### src/rtl/audio_pkg.sv
// Shared audio constants and the sample type for the codec playback/capture paths.
package audio_pkg;
    localparam int AUDIO_W        = 16;
    localparam int I2S_SLOT_BITS  = 32;
    localparam int DAC_BCLK_DIV   = 6;
    localparam int DAC_FIFO_DEPTH = 4;

    typedef logic signed [AUDIO_W-1:0] sample_t;
endpackage

### src/rtl/sync_sample_fifo.sv
// Small single-clock sample FIFO with first-word-fall-through head and registered full/empty.
module sync_sample_fifo #(
    parameter int W     = 16,
    parameter int DEPTH = 4,
    localparam int AW   = (DEPTH > 1) ? $clog2(DEPTH) : 1
) (
    input  logic         clk,
    input  logic         reset,
    input  logic         i_push,
    input  logic         i_pop,
    input  logic [W-1:0] i_data,
    output logic         o_full,
    output logic         o_empty,
    output logic [W-1:0] o_data,
    output logic [AW:0]  o_count
);
    localparam logic [AW:0] FULL_COUNT = (AW + 1)'(DEPTH);

    logic [W-1:0]  r_mem [DEPTH];
    logic [AW-1:0] r_wr_ptr;
    logic [AW-1:0] r_rd_ptr;
    logic [AW:0]   r_count;
    logic [AW:0]   w_count_next;
    logic          r_full;
    logic          r_empty;
    logic          w_do_push;
    logic          w_do_pop;

    // Gating uses the registered flags only, so a pop never frees room for a same-cycle push.
    assign w_do_push = i_push && !r_full;
    assign w_do_pop  = i_pop && !r_empty;

    always_comb begin
        w_count_next = r_count;
        if (w_do_push && !w_do_pop) begin
            w_count_next = r_count + 1'b1;
        end else if (w_do_pop && !w_do_push) begin
            w_count_next = r_count - 1'b1;
        end
    end

    always_ff @(posedge clk) begin
        if (w_do_push) begin
            r_mem[r_wr_ptr] <= i_data;
        end
    end

    always_ff @(posedge clk) begin
        if (reset) begin
            r_wr_ptr <= '0;
            r_rd_ptr <= '0;
            r_count  <= '0;
            r_full   <= 1'b0;
            r_empty  <= 1'b1;
        end else begin
            if (w_do_push) r_wr_ptr <= r_wr_ptr + 1'b1;
            if (w_do_pop)  r_rd_ptr <= r_rd_ptr + 1'b1;
            r_count <= w_count_next;
            r_full  <= (w_count_next == FULL_COUNT);
            r_empty <= (w_count_next == '0);
        end
    end

    assign o_full  = r_full;
    assign o_empty = r_empty;
    assign o_data  = r_mem[r_rd_ptr];
    assign o_count = r_count;
endmodule

### src/rtl/i2s_dac_transmit.sv
// I2S master transmitter: buffers mono samples and plays each one in both slots of a frame.
module i2s_dac_transmit
    import audio_pkg::*;
#(
    parameter int W          = AUDIO_W,
    parameter int BCLK_DIV   = DAC_BCLK_DIV,
    parameter int SLOT_BITS  = I2S_SLOT_BITS,
    parameter int FIFO_DEPTH = DAC_FIFO_DEPTH
) (
    input  logic         clk,
    input  logic         reset,
    input  logic [W-1:0] in_data,
    input  logic         in_valid,
    output logic         in_ready,
    output logic         dac_bclk,
    output logic         dac_lrck,
    output logic         dac_dat,
    output logic         underrun
);
    localparam int DW = $clog2(BCLK_DIV);
    localparam int BW = $clog2(2 * SLOT_BITS);
    localparam int AW = (FIFO_DEPTH > 1) ? $clog2(FIFO_DEPTH) : 1;

    logic [DW-1:0] r_div_cnt;
    logic [BW-1:0] r_bit_cnt;
    logic [W-1:0]  r_sample;
    logic          r_bclk;
    logic          r_lrck;
    logic          r_dat;
    logic          r_underrun;

    logic [DW-1:0] w_div_next;
    logic [BW-1:0] w_bit_next;
    logic [BW-1:0] w_pos;
    logic [W-1:0]  w_sample_next;
    logic [W-1:0]  w_bit_sel;
    logic          w_tick;
    logic          w_frame_end;
    logic          w_lrck_next;
    logic          w_dat_next;
    logic          w_fifo_full;
    logic          w_fifo_empty;
    logic [W-1:0]  w_fifo_head;
    logic [AW:0]   w_fifo_count;

    sync_sample_fifo #(
        .W     (W),
        .DEPTH (FIFO_DEPTH)
    ) u_fifo (
        .clk     (clk),
        .reset   (reset),
        .i_push  (in_valid),
        .i_pop   (w_frame_end),
        .i_data  (in_data),
        .o_full  (w_fifo_full),
        .o_empty (w_fifo_empty),
        .o_data  (w_fifo_head),
        .o_count (w_fifo_count)
    );

    assign in_ready = !w_fifo_full;

    assign w_tick      = (r_div_cnt == DW'(BCLK_DIV - 1));
    assign w_div_next  = w_tick ? '0 : r_div_cnt + 1'b1;
    assign w_frame_end = w_tick && (r_bit_cnt == BW'(2 * SLOT_BITS - 1));
    assign w_bit_next  = (r_bit_cnt == BW'(2 * SLOT_BITS - 1)) ? '0 : r_bit_cnt + 1'b1;
    assign w_lrck_next = (w_bit_next >= BW'(SLOT_BITS));
    assign w_pos       = w_lrck_next ? w_bit_next - BW'(SLOT_BITS) : w_bit_next;

    assign w_sample_next = w_frame_end ? (w_fifo_empty ? '0 : w_fifo_head) : r_sample;

    // Slot position p carries sample bit W-p; position 0 is the I2S delay bit and p > W pads with 0.
    for (genvar gi = 0; gi < W; gi++) begin : g_bit_sel
        assign w_bit_sel[gi] = (w_pos == BW'(W - gi)) && w_sample_next[gi];
    end
    assign w_dat_next = |w_bit_sel;

    always_ff @(posedge clk) begin
        if (reset) begin
            r_div_cnt  <= '0;
            r_bit_cnt  <= '0;
            r_sample   <= '0;
            r_bclk     <= 1'b0;
            r_lrck     <= 1'b0;
            r_dat      <= 1'b0;
            r_underrun <= 1'b0;
        end else begin
            r_div_cnt  <= w_div_next;
            r_bclk     <= (w_div_next >= DW'(BCLK_DIV / 2));
            r_underrun <= w_frame_end && (w_fifo_count == '0);
            // Data and word clock move with the bclk falling edge so the codec sees them stable on the rise.
            if (w_tick) begin
                r_bit_cnt <= w_bit_next;
                r_lrck    <= w_lrck_next;
                r_dat     <= w_dat_next;
                r_sample  <= w_sample_next;
            end
        end
    end

    assign dac_bclk = r_bclk;
    assign dac_lrck = r_lrck;
    assign dac_dat  = r_dat;
    assign underrun = r_underrun;
endmodule

### config.mk
export PLATFORM = sky130hd
export DESIGN_NAME = i2s_dac_transmit
export DESIGN_NICKNAME = d
export VERILOG_FILES = /design/src/rtl/audio_pkg.sv /design/src/rtl/sync_sample_fifo.sv /design/src/rtl/i2s_dac_transmit.sv
export SDC_FILE = /design/constraint.sdc
export NUM_CORES = 1
export LEC_CHECK = 0
export ABC_AREA = 1
export CORE_ASPECT_RATIO = 1.2
export CORE_MARGIN = 2
export CORE_UTILIZATION = 51
export CTS_CLUSTER_SIZE = 8
export DETAILED_ROUTE_END_ITERATION = 10
export GPL_ROUTABILITY_DRIVEN = 0
export PLACE_DENSITY = 0.78
export SKIP_CTS_REPAIR_TIMING = 1
export SYNTH_ARGS = -nofsm -noshare
export SYNTH_HDL_FRONTEND = slang
export SYNTH_HIERARCHICAL = 1
export SYNTH_SLANG_ARGS = --single-unit
### constraint.sdc
create_clock -name clk -period 5.43 [get_ports clk]
set_input_delay 1.086 -clock clk [delete_from_list [all_inputs] [get_ports clk]]
set_output_delay 1.086 -clock clk [all_outputs]
set_load 0.005 [all_outputs]
# After elaboration in Yosys (flattened, before gate mapping)
# Memory sizes are Yosys's and may differ from the RTL's. A register that Yosys moved wholly into a read port is not among the register bits.
# Cells that the tools add are included.
# totals
n_memories	1
in_bits	19
reg_bits	38
mem_bits_rw	64
# mem_list
name	depth	word_bits	read_ports	rd_ports_with_merged_regs	wr	line_no	text
u_fifo.r_mem	4	16	1	1	1	sync_sample_fifo.sv:19	logic [W-1:0] r_mem [DEPTH];
# classes
eq_ne	19
mux	11
n_reduce_logical	29
magnitude_cmp	2
addsub	7
# op_table
op	n
== test 6 x 4 -> 1 bit (second input constant)	8
2-to-1 mux 16 bit	2
== test 6 x 3 -> 1 bit (second input constant)	4
logical AND 1 bit	22
OR reduction 16 bit	1
== test 6 x 2 -> 1 bit (second input constant)	2
2-to-1 mux 6 bit	2
2-to-1 mux 3 bit	3
adder 3 x 1 -> 3 bit (second input constant)	2
adder 6 x 1 -> 6 bit (second input constant)	1
== test 3 bit (second input constant)	2
== test 6 x 1 -> 1 bit (second input constant)	1
== test 6 x 5 -> 1 bit (second input constant)	1
== test 6 bit (second input constant)	1
greater-or-equal comparator 6 bit (second input constant)	1
zero test 3 bit	2
subtractor 6 bit (second input constant)	1
adder 2 x 1 -> 2 bit (second input constant)	2
zero test 1 bit	4
2-to-1 mux 2 bit	2
greater-or-equal comparator 3 x 2 -> 1 bit (second input constant)	1
subtractor 3 x 1 -> 3 bit (second input constant)	1
2-to-1 mux 1 bit	2

# Depth between registers and ports, before layout
# Gate-level depths: netlist of the first run.
# depth
word_depth	7
mapped_depth	14

# By module
# The synthesis of the first run kept the hierarchy.
# modules_own_cells
mod	area_each_um2	n_inst	cells_each	seq_area_each_um2
sync_sample_fifo	2944.1	1	232	2142.1
i2s_dac_transmit	1577.8	1	246	580.6

# Worst setup path before layout of the first run
# Ideal clock, no wire load.
# synth_path
path_kind	in2reg
from	in in_valid
to	mem u_fifo.r_mem[0][0] (enable)
t_arrival_ns	1.868
path_slack_ns	3.173
n_path_buf	0
required_time_ns	5.041
cell_stages	2
path_cell_list	nand2_4 -> nor2_1
# synth_between
elab_chain_cells	3
# synth_lines
item	line_no	text
start, declared	i2s_dac_transmit.sv:13	input logic in_valid,
logical AND 1 bit	sync_sample_fifo.sv:30	assign w_do_push = i_push && !r_full;
2-to-1 mux 1 bit	sync_sample_fifo.sv:43	if (w_do_push) begin
2-to-1 mux 1 bit (implied by the code)	sync_sample_fifo.sv:44	r_mem[r_wr_ptr] <= i_data;
end, declared	sync_sample_fifo.sv:19	
# No other way between the ends.

==> impl.org, run 1 <==
** Pwr
- VDD sags by at most 0.000208 V.
- Dividing total power by cell area gives a power density of 281 nW/µm².
- The design draws 0.00142 W.
- Leakage :: about 1.9 nW

** Routing
- After detailed routing, the average wire length per cell comes to between 10 and 15 µm.
- The pre-antenna-repair detailed-routing pass consisted of 4 iterations.
- The count of nets left with antenna violations once routing finished came out at 0.
- Wires add up to between 8000 and 9000 µm.
- Initial DRC Count :: approximately 160
- Using the TritonRoute via totals, the vias-per-cell ratio works out to approximately 5.2.
- For this block, the via count after detailed routing is 3,255.
- In the routed design, unresolved DRC markers number 0.

** STA
- Subtracting the final worst setup slack from the clock period gives roughly 2.7 ns.
- Final setup fails :: 0
- Maximum clock skew at final layout :: 0.0120 ns
- For the pin with the worst max-slew slack, the measured transition is around 1.0 ns.
- Max transition margin :: ~31%
- The number of pins exceeding their max-slew limit in the final report came to 0.
- Fin crit share :: about 50%
- Based on the critical path, the design can be clocked at up to 365 MHz.
- After layout, the worst setup slack is around 2.7 ns.
- After routing, the total negative slack on setup checks comes to 0 ns.
- Setup repair after global routing left no endpoint under its margin.
- The final count of hold timing violations was 0.

** Logic synthesis
- Number of cells produced by synthesis :: roughly 480
- During synthesis, Yosys emitted a total of 6 warnings.
- Post-Syn Nets :: around 510
- Average size of a mapped cell :: 9.46 µm²
- Sequential area share after synthesis :: around three fifths
- Synthesized cell area :: 4520 µm²
- Counting flops and latches in the post-synthesis netlist gives 104.
- Unique masters post-synth :: 31

** CTS
- The number of clock buffers added by TritonCTS is 9.
- After clock tree synthesis, the clock-pin slew on the worst setup and hold paths is about 0.10 ns.
- Clock tree from TritonCTS :: built
- CTS max path bufs :: 2
- H-tree depth :: 3
- Insertion delay to the later sink of the worst-skew pair :: 0.36 ns
- Sink Count :: ~100
- Clock tree synthesis selected as its root buffer the cell sky130_fd_sc_hd__clkbuf_8.

** Worst setup path
- Data arrival time of the critical path :: 3.00 ns
- Type of the worst setup path :: reg2reg
- R2R Setup Slk :: between 2 and 3 ns
- Worst Setup End Kind :: flip-flop
- The worst setup path is launched from a flip-flop.
- Highest net fanout along the worst path :: 33
- For the worst setup path, the data required time is approximately 5.7 ns.

** Min path
- The path class of the tightest hold or removal check is reg2reg.

** Die
- The die is between 100 and 150 µm tall.
- Core Footprint :: 8610 µm²
- Initial standard-cell utilization of the core :: a little over half
- The die covers roughly 9600 µm².
- Pin placement for this block handled 24 I/O pins.
- After floorplanning, the core was divided into 37 placement rows.
- Die Width :: between 80 and 90 µm

** Outcome
- Status :: finished clean

** Final layout
- Measured on the finished design, the core utilization comes to 58.5%.
- Top library cells by usage in the layout, fill and taps aside :: 88 x sky130_fd_sc_hd__nand2_1, 78 x sky130_fd_sc_hd__nor2_1, 64 x sky130_fd_sc_hd__edfxtp_1
- Layout cell share with drive strength beyond 1 :: 7.50%
- In the final design database the tool counted 532 nets.
- Layout overhead on the synthesized area :: 11.4%
- Leaving out fill and tap cells, the most frequent cell in the layout is sky130_fd_sc_hd__nand2_1.
- 0 antenna diodes ended up in the layout.

** Global routing
- Via count of the first global-routing pass :: about 3.3k
- Entering global routing, the biggest net connects 34 pins.
- Global routing used between 10% and 20% of the available tracks.
- Overflow after GRT :: 0
- The initial antenna violation count was 0.
- The first global-routing pass estimated approximately 15,000 µm of wire.

** Place
- The count of buffers added on input and output ports is 23.
- Detailed placement ended at an HPWL of around 6000 µm.
- Minimum setup slack after placement :: between 2 and 3 ns

** Run
- Count of max-cap constraint violations :: 0
[logic make-up after synthesis]
kind of cell	count (synthesis)	synth area share, %
flip-flops	104	60.2
adder cells (fa/ha/maj)	11	3.04
AND/OR/NAND/NOR	219	21.3
buffers and inverters	66	5.89
XOR/XNOR	2	0.387
AO/OA/AOI/OAI	76	9.13
[Yosys cell counts (all sizes together)]
library cell | number | area share [%]
nand2 | 93 | 8.3
nor2 | 82 | 7.5
edfxtp | 64 | 43
inv | 51 | 4.2
o21ai | 43 | 4.8
dfxtp | 40 | 18
nand3 | 33 | 4.0
o22ai | 16 | 2.2
a21oi | 12 | 1.3
ha | 11 | 3.0
buf | 8 | 1.1
clkbuf | 7 | 0.61
nand3b | 4 | 0.66
nor3 | 4 | 0.44
a211oi | 3 | 0.50
xor2 | 2 | 0.39
nand4 | 1 | 0.14
nor3b | 1 | 0.17
o211ai | 1 | 0.17
o21a | 1 | 0.17
or2 | 1 | 0.14
[where the power goes]
part	switching (W)	internal [W]
Clock	0.000262	0.000170
Combinational	0.0000648	0.0000395
Sequential	0.0000142	0.000867
Total	0.000340	0.00108
[sequential cells by signal (all words and copies together), names as in the netlist, 2 cells and up, named ones only]
signal / flops
u_fifo/r_mem: 64
r_sample: 16
r_bit_cnt: 6
r_div_cnt: 3
u_fifo/o_count: 3
u_fifo/r_rd_ptr: 2
u_fifo/r_wr_ptr: 2
[per-layer routing]
metal / track usage [%] / vias to the layer above / share of wire (%)
met5: 0 / - / 0
met4: 9.45 / 0 / 1.8
met3: 2.88 / 15 / 3.9
met2: 34.3 / 83 / 52
met1: 22.2 / 1516 / 43
li1: - / 1641 / -
[final timing paths]
kind | startpoint | endpoint | cells past startpoint
hold reg to reg | dac_lrck | dac_lrck | 2
setup reg to reg | flip-flop | dac_dat | 13
setup / recovery | flip-flop | dac_dat | 13
hold / removal | dac_lrck | dac_lrck | 2
[critical path, cell delays in order (launching register included)]
cell and delay (ns):
sky130_fd_sc_hd__dfxtp_1 1.01, sky130_fd_sc_hd__inv_2 0.45, sky130_fd_sc_hd__o21ai_0 0.34, sky130_fd_sc_hd__o22ai_1 0.11, sky130_fd_sc_hd__nand2_1 0.09, sky130_fd_sc_hd__nand3_1 0.10, sky130_fd_sc_hd__nand3_1 0.12, sky130_fd_sc_hd__nand2_1 0.06
sky130_fd_sc_hd__nand2_1 0.05, sky130_fd_sc_hd__nand2_1 0.04, sky130_fd_sc_hd__inv_1 0.05, sky130_fd_sc_hd__nand2_1 0.04, sky130_fd_sc_hd__nor2_1 0.09, sky130_fd_sc_hd__nor2_1 0.04
[layout make-up]
type	instances	area (µm²)
Fill cell	760	3570
Sequential cell	104	2720
Multi-Input combinational cell	308	1530
Timing Repair Buffer	28	268
Inverter	51	191
Tap cell	117	146
Clock buffer	9	124
Clock inverter	7	51.3
[stage by stage]
stage	area [µm²]	cells	hold slack [ns]
floorplan	4520	478	0.436
detailed placement	4860	608	0.461
global placement	4860	608	0.451
global route	5040	624	0.490
finish	5040	624	0.475
CTS	5040	624	0.477
(Power assumes the default switching activity.)
==> run 2: changes to the inputs <==
--- a/config.mk
+++ b/config.mk
@@ -12,7 +12,7 @@
 export CTS_CLUSTER_SIZE = 8
 export DETAILED_ROUTE_END_ITERATION = 10
 export GPL_ROUTABILITY_DRIVEN = 0
-export PLACE_DENSITY = 0.78
+export PLACE_DENSITY = 0.8
 export SKIP_CTS_REPAIR_TIMING = 1
 export SYNTH_ARGS = -nofsm -noshare
 export SYNTH_HDL_FRONTEND = slang
==> constraint.sdc (replaced) <==
create_clock -name clk -period 2.4 [get_ports clk]
set_input_delay 0.48 -clock clk [delete_from_list [all_inputs] [get_ports clk]]
set_output_delay 0.48 -clock clk [all_outputs]
set_load 0.005 [all_outputs]
==> run 2 against run 1 <==
Register-to-register slack got worse by 2.4 ns. Clock power rose to 2.5 times the previous value. Sequential power rose by 130%. Sequential cell count did not move. Total power rose by 130%. Critical path depth rose by 1. Global-route usage fell by 0.31 points. Worst hold slack got worse by 0.0074 ns. First-iteration DRC count fell by 15%. Wire length fell by 1.7%. Clock-buffer cell count did not move.
==> impl.org, run 2 (same netlist as run 1, synthesis figures left out) <==
** Outcome
- The flow ran to the end, and the final reports show no timing, DRC or antenna violations.

** STA
- Final setup fails :: 0 (unchanged)
- The worst hold slack is 0.468 ns (-0.00737 ns).
- Min Clock Period, post-route :: 2.09 ns (-0.653 ns)
- Maximum clock skew at final layout :: 0.00757 ns (-0.00444 ns)
- The number of pins exceeding their max-slew limit in the final report was 0 (unchanged).
- The maximum achievable frequency was 479 MHz (+31%).
- The tightest slew margin relative to the limit is 66.8% (+36 points).
- The final count of hold timing violations was 0 (unchanged).
- The share of the clock period used by the worst path after layout is 86.9% (+36 points).
- The final worst setup slack is 0.314 ns (-2.38 ns).
- Setup repair after global routing missed its margin :: false
- The setup TNS is 0 ns (unchanged).
- The transition time at the pin with the least slew margin was 0.497 ns (-0.538 ns).

** CTS
- The number of sinks handled by clock tree synthesis is 104 (unchanged).
- Insertion delay to the later sink of the worst-skew pair :: 0.38 ns (+0.02 ns)
- TritonCTS built the clock tree.
- The post-CTS clock slew at the launch and capture registers of the worst setup and hold paths is 0.10 ns (about the same).
- Root cell of the clock tree :: sky130_fd_sc_hd__clkbuf_8
- CTS max path bufs :: 2 (unchanged)
- The H-tree depth came to 3 (unchanged).
- The total CTS buffers came to 9 (unchanged).

** Die
- The number of placed I/O pins came to 24 (unchanged).
- The floorplan die height is 107 µm (unchanged).
- The number of placement rows was 37 (unchanged).
- The horizontal extent of the die was 90.0 µm (unchanged).
- Initial standard-cell utilization of the core :: 52.5% (unchanged)
- The die area is 9640 µm² (unchanged).
- The placeable core region came to 8610 µm² (unchanged).

** Worst setup path
- The worst setup path is launched from a flip-flop.
- Cell with the largest stage delay on the worst path :: sky130_fd_sc_hd__dfxtp_1
- Data required time of the worst path :: 2.68 ns (-3.01 ns)
- Maximum single-stage delay on the critical path :: 0.49 ns (-0.52 ns)
- The signal arrival time at the worst endpoint was 2.37 ns (-0.63 ns).
- Walking the worst path, the cells encountered are ha_1 -> nand3_2 -> nor2_4 -> nand2_4 -> inv_2 -> inv_1 -> nor2_4 -> nand2_4 -> nand2_1 -> nand2_1 -> nand2_1 -> inv_1 -> nand2_1 -> nor2_1.
- Worst Setup End Kind :: flip-flop
- Highest net fanout along the worst path :: 16 (-52%)
- The critical path in this run is classified as reg2reg.
- Among the stages of the critical path, the cell type that occurs most often is sky130_fd_sc_hd__nand2_1.

** Routing
- Total routed wirelength :: 8550 µm (-1.7%)
- Detail-routed net length per standard cell :: 13.5 µm (-3.1%)
- Highest metal layer with signal wires :: met4
- Vias :: 3,234 (-0.65%)
- Initial DRC Count :: 134 (-15%)
- The routed wire length on met2 was 4330 µm (-4.0%).
- The number of remaining DRC errors came to 0 (unchanged).
- The ratio of routed vias to standard cells was 5.11 (-2.1%).
- The sum of met3 wire segment lengths after detailed routing was 325 µm (-3.3%).
- The met1 wire length came to 3710 µm (+0.14%).
- The first-pass iteration count of the detailed router is 4 (unchanged).
- The number of nets with antenna violations after detailed routing came to 0 (unchanged).

** Place
- Minimum setup slack after placement :: 0.353 ns (-2.42 ns)
- The total instance count after detailed placement was 617 (+1.5%).
- Number of buffer cells added on primary ports :: 23 (unchanged)
- DPL Wire Length :: 5950 µm (-0.21%)

** Final layout
- FF/Latch Area :: 2720 µm² (unchanged)
- Top library cells by usage in the layout, fill and taps aside :: 88 x sky130_fd_sc_hd__nand2_1, 78 x sky130_fd_sc_hd__nor2_1, 64 x sky130_fd_sc_hd__edfxtp_1
- The share of the core filled with cells in the final layout was 59.5% (+1.0 points).
- Final #Nets :: 541 (+1.7%)
- The library cell used most frequently in the layout, excluding fill and tap cells, is sky130_fd_sc_hd__nand2_1.
- The post-route non-filler standard cell count is 633 (+1.4%).
- The diode insertion count for antenna repair came to 0 (unchanged).
- The fraction of final layout cells sized beyond drive strength 1 came to 9.30% (+1.8 points).
- u_fifo/r_mem holds more flip-flops than any other register.
- In the final layout, the registers with the most flip-flops are u_fifo/r_mem: 64 flops, r_sample: 16 flops, r_bit_cnt: 6 flops.
- Layout filler cell count :: 707 (-7.0%)
- Compared with the post-synthesis result, the final layout area differs by 13.3%.
- The footprint of the multi-input gates was 1530 µm² (unchanged).
- Max FFs per register :: 64 (unchanged)

** Pwr
- The switching component of the power came to 0.000773 W (+130%).
- The sequential fraction of design power came to 60.2% (-2.0 points).
- Leakage :: 2.00 nW (+3.0%)
- Clk network pwr share :: 32.5% (+2.1 points)
- The net switching fraction of the power is 23.4% (-0.67 points).
- The power density of the placed cells was 646 nW/µm² (+130%).
- The power share of the combinational group was 7.2% (-0.2 points).
- The maximum vdd drop was 0.000531 V (+160%).
- Pint :: 0.00254 W (+140%)

** Global routing
- Overflow after GRT :: 0 (unchanged)
- The global-route wire length before repair was 14,200 µm (-3.2%).
- The total routing usage reported by global routing is 18.7% (-0.31 points).
- The initial antenna violation count was 0 (unchanged).
- Via count of the first global-routing pass :: 3,098 (-5.1%)
- The maximum number of pins on one net before global-route repair is 33 (-2.9%).

** Min path
- The min-delay analysis places its worst path in the category reg2reg.

** Run
- The number of maximum-capacitance violations is 0 (unchanged).
==> run 2: metal layers <==
layer,GRT usage (%),up-vias
li1,-,1655
met1,21.6,1496
met2,33.0,66
met3,4.50,17
met4,8.68,0
met5,0,-
==> run 2: path summary, 6_finish.rpt <==
kind | cells past startpoint | slack (ns) | startpoint | to
worst min register to register | 1 | 0.47 | r_div_cnt[1] | r_div_cnt[1]
worst min-delay path | 1 | 0.47 | r_div_cnt[1] | r_div_cnt[1]
worst max register to register | 14 | 0.31 | r_bit_cnt[0] | u_fifo/o_full
worst max-delay path | 14 | 0.31 | r_bit_cnt[0] | u_fifo/o_full
==> run 2: cell type report <==
type                    instances  area share (%)
well taps                     117            2.86
clock inverters                 7            1.37
flip-flops and latches        104            53.2
multi-input cells             308            29.9
inverters                      51            3.74
clock buffers                   9            2.42
repair buffers                 37            6.55
==> run 2: worst max-delay path: cells and delay by family (launching register included) <==
kind	cells	cell delay (ns)
flip-flops	1	0.49
buffers and inverters	3	0.30
adder cells (fa/ha/maj)	1	0.27
AND/OR/NAND/NOR	10	0.94
==> run 2: power groups by stage <==
| stage | Sequential (W) | Clock (W) | Combinational [W] |
|---|---|---|---|
| global placement | 0.00203 | 0 | 0.000228 |
| CTS | 0.00199 | 0.00110 | 0.000240 |
| detailed placement | 0.00203 | 0 | 0.000237 |
| global route | 0.00200 | 0.00117 | 0.000268 |
| floorplan | 0.00203 | 0 | 0.000142 |
| finish | 0.00199 | 0.00108 | 0.000239 |
==> run 2: per-stage QoR <==
step	total power, W	cell area, µm²
after floorplan	0.00217	4520
after global placement	0.00226	4930
after detailed placement	0.00227	4930
after CTS	0.00333	5120
after global routing	0.00343	5120
final	0.00331	5120
==> run 3: changes to the inputs <==
--- a/config.mk
+++ b/config.mk
@@ -6,13 +6,12 @@
 export NUM_CORES = 1
 export LEC_CHECK = 0
 export ABC_AREA = 1
-export CORE_ASPECT_RATIO = 1.2
 export CORE_MARGIN = 2
 export CORE_UTILIZATION = 51
 export CTS_CLUSTER_SIZE = 8
 export DETAILED_ROUTE_END_ITERATION = 10
 export GPL_ROUTABILITY_DRIVEN = 0
-export PLACE_DENSITY = 0.8
+export PLACE_DENSITY = 0.78
 export SKIP_CTS_REPAIR_TIMING = 1
 export SYNTH_ARGS = -nofsm -noshare
 export SYNTH_HDL_FRONTEND = slang
==> constraint.sdc (replaced) <==
create_clock -name clk -period 2.3 [get_ports clk]
set_input_delay 0.46 -clock clk [delete_from_list [all_inputs] [get_ports clk]]
set_output_delay 0.46 -clock clk [all_outputs]
set_load 0.005 [all_outputs]
==> run 3 against run 2 <==
Setup slack lost 0.063 ns. Utilization shrank 0.78 points. Clock skew grew 0.013 ns. Critical path depth is the same. Wire length grew 4.2%. Register-to-register slack lost 0.06 ns. Sequential cell count is the same. Global-route usage grew 0.78 points. Total power grew 4.2%. Clock-buffer cell count is the same. Largest cell class unchanged. Highest routed layer unchanged.
==> impl.org, run 3 (same netlist as run 1, synthesis figures left out) <==
** CTS
- H-tree depth :: 3 (unchanged)
- The tree is rooted in a sky130_fd_sc_hd__clkbuf_8.
- Number of CTS-inserted buffers :: 9 (unchanged)
- TritonCTS built the clock tree.
- The clock insertion delay at the later pin of the skew report came to 0.37 ns (about the same).
- CTS max path bufs :: 2 (unchanged)
- The post-CTS clock slew at the launch and capture registers of the worst setup and hold paths was 0.10 ns (about the same).
- Sink Count :: 104 (unchanged)

** Global routing
- Global-route wire length before repair :: 15,300 µm (+7.9%)
- The total routing usage reported by global routing was 19.5% (+0.78 points).
- Via count of the first global-routing pass :: 3,364 (+8.6%)
- The initial antenna violation count came to 0 (unchanged).
- The leftover overflow at the end of global routing was 0 (unchanged).
- The maximum number of pins on one net before global-route repair was 33 (unchanged).

** STA
- Setup repair after global routing missed its margin :: false
- The share of the clock period used by the worst path after layout came to 89.1% (+2.2 points).
- Highest clock frequency the design can meet :: 488 MHz (+1.8%)
- Final Hold Violating Endpoints :: 0 (unchanged)
- Sum of negative setup slack :: 0 ns (unchanged)
- The shortest period the worst path allows came to 2.05 ns (-0.0368 ns).
- Final WS setup :: 0.251 ns (-0.0632 ns)
- Maximum clock skew at final layout :: 0.0202 ns (+0.0126 ns)
- The number of setup violations in the final report came to 0 (unchanged).
- Count of final max-slew check failures :: 0 (unchanged)
- Worst Max-Slew Pin Slew :: 0.511 ns (+0.0139 ns)
- Max transition margin :: 65.9% (-0.93 points)

** Die
- The floorplan die height is 98.2 µm (-8.4%).
- Area of the die :: 9640 µm² (about the same)
- The horizontal extent of the die came to 98.2 µm (+9.1%).
- The number of placement rows was 34 (-8.1%).
- The initial core utilization came to 52.1% (-0.41 points).
- Number of I/O pins :: 24 (unchanged)
- Core Footprint :: 8680 µm² (+0.78%)

** Routing
- The starting DRC count in detailed routing is 248 (+85%).
- Detailed Routing Iterations Pass 1 :: 5 (+1)
- Total routed wirelength :: 8910 µm (+4.2%)
- The detail-routed net length per standard cell was 14.4 µm (+6.2%).
- Average vias per placed instance :: 5.38 (+5.4%)
- Remaining antenna violation count after routing :: 0 (unchanged)
- The number of remaining DRC errors is 0 (unchanged).
- Vias :: 3,344 (+3.4%)

** Worst setup path
- The critical path in this run is classified as reg2reg.
- The setup slack of the most critical reg-to-reg path came to 0.25 ns (-0.06 ns).
- The largest individual stage delay along the critical path comes from the cell sky130_fd_sc_hd__dfxtp_1.
- Crit path capture :: u_fifo/o_full
- The worst setup path is captured at a flip-flop.
- The logic depth of the worst setup path including buffers is 14 (unchanged).
- The signal arrival time at the worst endpoint is 2.32 ns (-0.05 ns).
- List of cells traversed by the critical path :: ha_1 -> nand3_2 -> nor2_4 -> nand2_4 -> inv_2 -> inv_1 -> nor2_4 -> nand2_4 -> nand2_1 -> nand2_1 -> nand2_1 -> inv_1 -> nand2_1 -> nor2_1
- Reg2reg path depth :: 14 (unchanged)
- The longest individual stage delay on the worst path came to 0.44 ns (-0.05 ns).
- Library cell appearing most often on the critical path :: sky130_fd_sc_hd__nand2_1
- Highest net fanout along the worst path :: 16 (unchanged)
- The worst register-to-register path begins at r_bit_cnt[1].
- Number of buffers and inverters on the critical path :: 3 (unchanged)
- Startpoint of the most critical setup path :: r_bit_cnt[1]
- Startpoint class of the critical path :: flip-flop
- Gate family responsible for the most delay along the worst path :: simple AND/OR/NAND/NOR gates
- Worst flop-to-flop path endpoint :: u_fifo/o_full
- The worst endpoint required time is 2.57 ns (-0.11 ns).

** Final layout
- Top library cells by usage in the layout, fill and taps aside :: 88 x sky130_fd_sc_hd__nand2_1, 78 x sky130_fd_sc_hd__nor2_1, 64 x sky130_fd_sc_hd__edfxtp_1
- Counting flops per register, the top entry is u_fifo/r_mem.
- The flip-flop count of the largest register, all copies and words added was 64 (unchanged).
- The finished layout cell area came to 5090 µm² (-0.54%).
- Biggest regs :: u_fifo/r_mem: 64 flops, r_sample: 16 flops, r_bit_cnt: 6 flops
- The share of the core filled with cells in the final layout came to 58.7% (-0.78 points).
- The diode insertion count for antenna repair came to 0 (unchanged).
- The final net count was 538 (-0.55%).
- Leading cell type in the layout, fill and taps excluded :: sky130_fd_sc_hd__nand2_1
- Layout cell share with drive strength beyond 1 :: 8.97% (-0.34 points)
- Final cell count without fillers :: 621 (-1.9%)
- The area growth from synthesis to layout is 12.7%.

** Pwr
- The leakage power figure came to 1.99 nW (-0.51%).
- The power density of the placed cells was 677 nW/µm² (+4.7%).
- Peak VDD IR :: 0.000440 V (-17%)

** Outcome
- Status :: finished clean

** Place
- The final HPWL from detailed placement came to 6110 µm (+2.6%).
- DP Area :: 4890 µm² (-0.69%)
- The pre-CTS setup slack is 0.234 ns (-0.119 ns).
- The total instance count after detailed placement was 605 (-1.9%).
- Number of buffer cells added on primary ports :: 23 (unchanged)

** Min path
- Type of the worst min-delay path :: reg2reg

** Run
- Count of max-cap constraint violations :: 0 (unchanged)
run 3: cell count changes in the layout (fill, tap and decap cells not counted):
cell                         previous run  this run
sky130_fd_sc_hd__clkinv_8               0         1
sky130_fd_sc_hd__dfxtp_1               40        39
sky130_fd_sc_hd__clkinv_2               2         0
sky130_fd_sc_hd__clkinvlp_2             1         0
sky130_fd_sc_hd__inv_8                  0         3
sky130_fd_sc_hd__buf_4                 14        11
sky130_fd_sc_hd__bufinv_16              1         0
sky130_fd_sc_hd__dfxtp_2                0         1
run 3: area by class of cell:
class | count | area (µm²)
Sequential cell | 104 | 2720
Inverter | 51 | 191
Multi-Input combinational cell | 308 | 1530
Fill cell | 750 | 3580
Clock buffer | 9 | 124
Clock inverter | 7 | 75.1
Timing Repair Buffer | 34 | 313
Tap cell | 108 | 135
run 3: where the power goes:
| group | internal, W | switching [W] |
|---|---|---|
| registers | 0.00205 | 0.0000332 |
| clock network | 0.000433 | 0.000683 |
| logic | 0.0000950 | 0.000155 |
| total | 0.00258 | 0.000871 |
run 3: stage by stage:
| step | hold slack [ns] | total power, W |
|---|---|---|
| 6_report | 0.478 | 0.00345 |
| 5_1_grt | 0.521 | 0.00359 |
| 4_1_cts | 0.477 | 0.00348 |
| 3_5_place_dp | 0.461 | 0.00237 |
| 3_3_place_gp | 0.457 | 0.00236 |
| 2_1_floorplan | 0.436 | 0.00226 |
run 3: routing by layer:
| metal | global-route usage, % | wire length, µm | vias up |
|---|---|---|---|
| met5 | 0 | 0 | - |
| met4 | 4.95 | 98 | 0 |
| met3 | 4.15 | 495 | 8 |
| met2 | 34.6 | 4490 | 98 |
| met1 | 24.4 | 3830 | 1584 |
| li1 | - | - | 1654 |
run 3: how the worst min path moves through the flow:
stage | slack (ns) | from | cells after the start | end
2_1_floorplan | 0.44 | r_div_cnt[1] | 1 | r_div_cnt[1]
3_3_place_gp | 0.46 | r_div_cnt[1] | 1 | r_div_cnt[1]
3_5_place_dp | 0.46 | r_sample[4] | 2 | r_sample[4]
4_1_cts | 0.48 | r_sample[4] | 2 | r_sample[4]
5_1_grt | 0.52 | u_fifo/r_rd_ptr[0] | 1 | u_fifo/r_rd_ptr[0]
6_report | 0.48 | dac_lrck | 2 | dac_lrck
run 3: tightest hold or removal path: stages (launching register included):
cell and delay, ns:
sky130_fd_sc_hd__dfxtp_1 0.33, sky130_fd_sc_hd__nand2_1 0.06, sky130_fd_sc_hd__a21oi_1 0.05
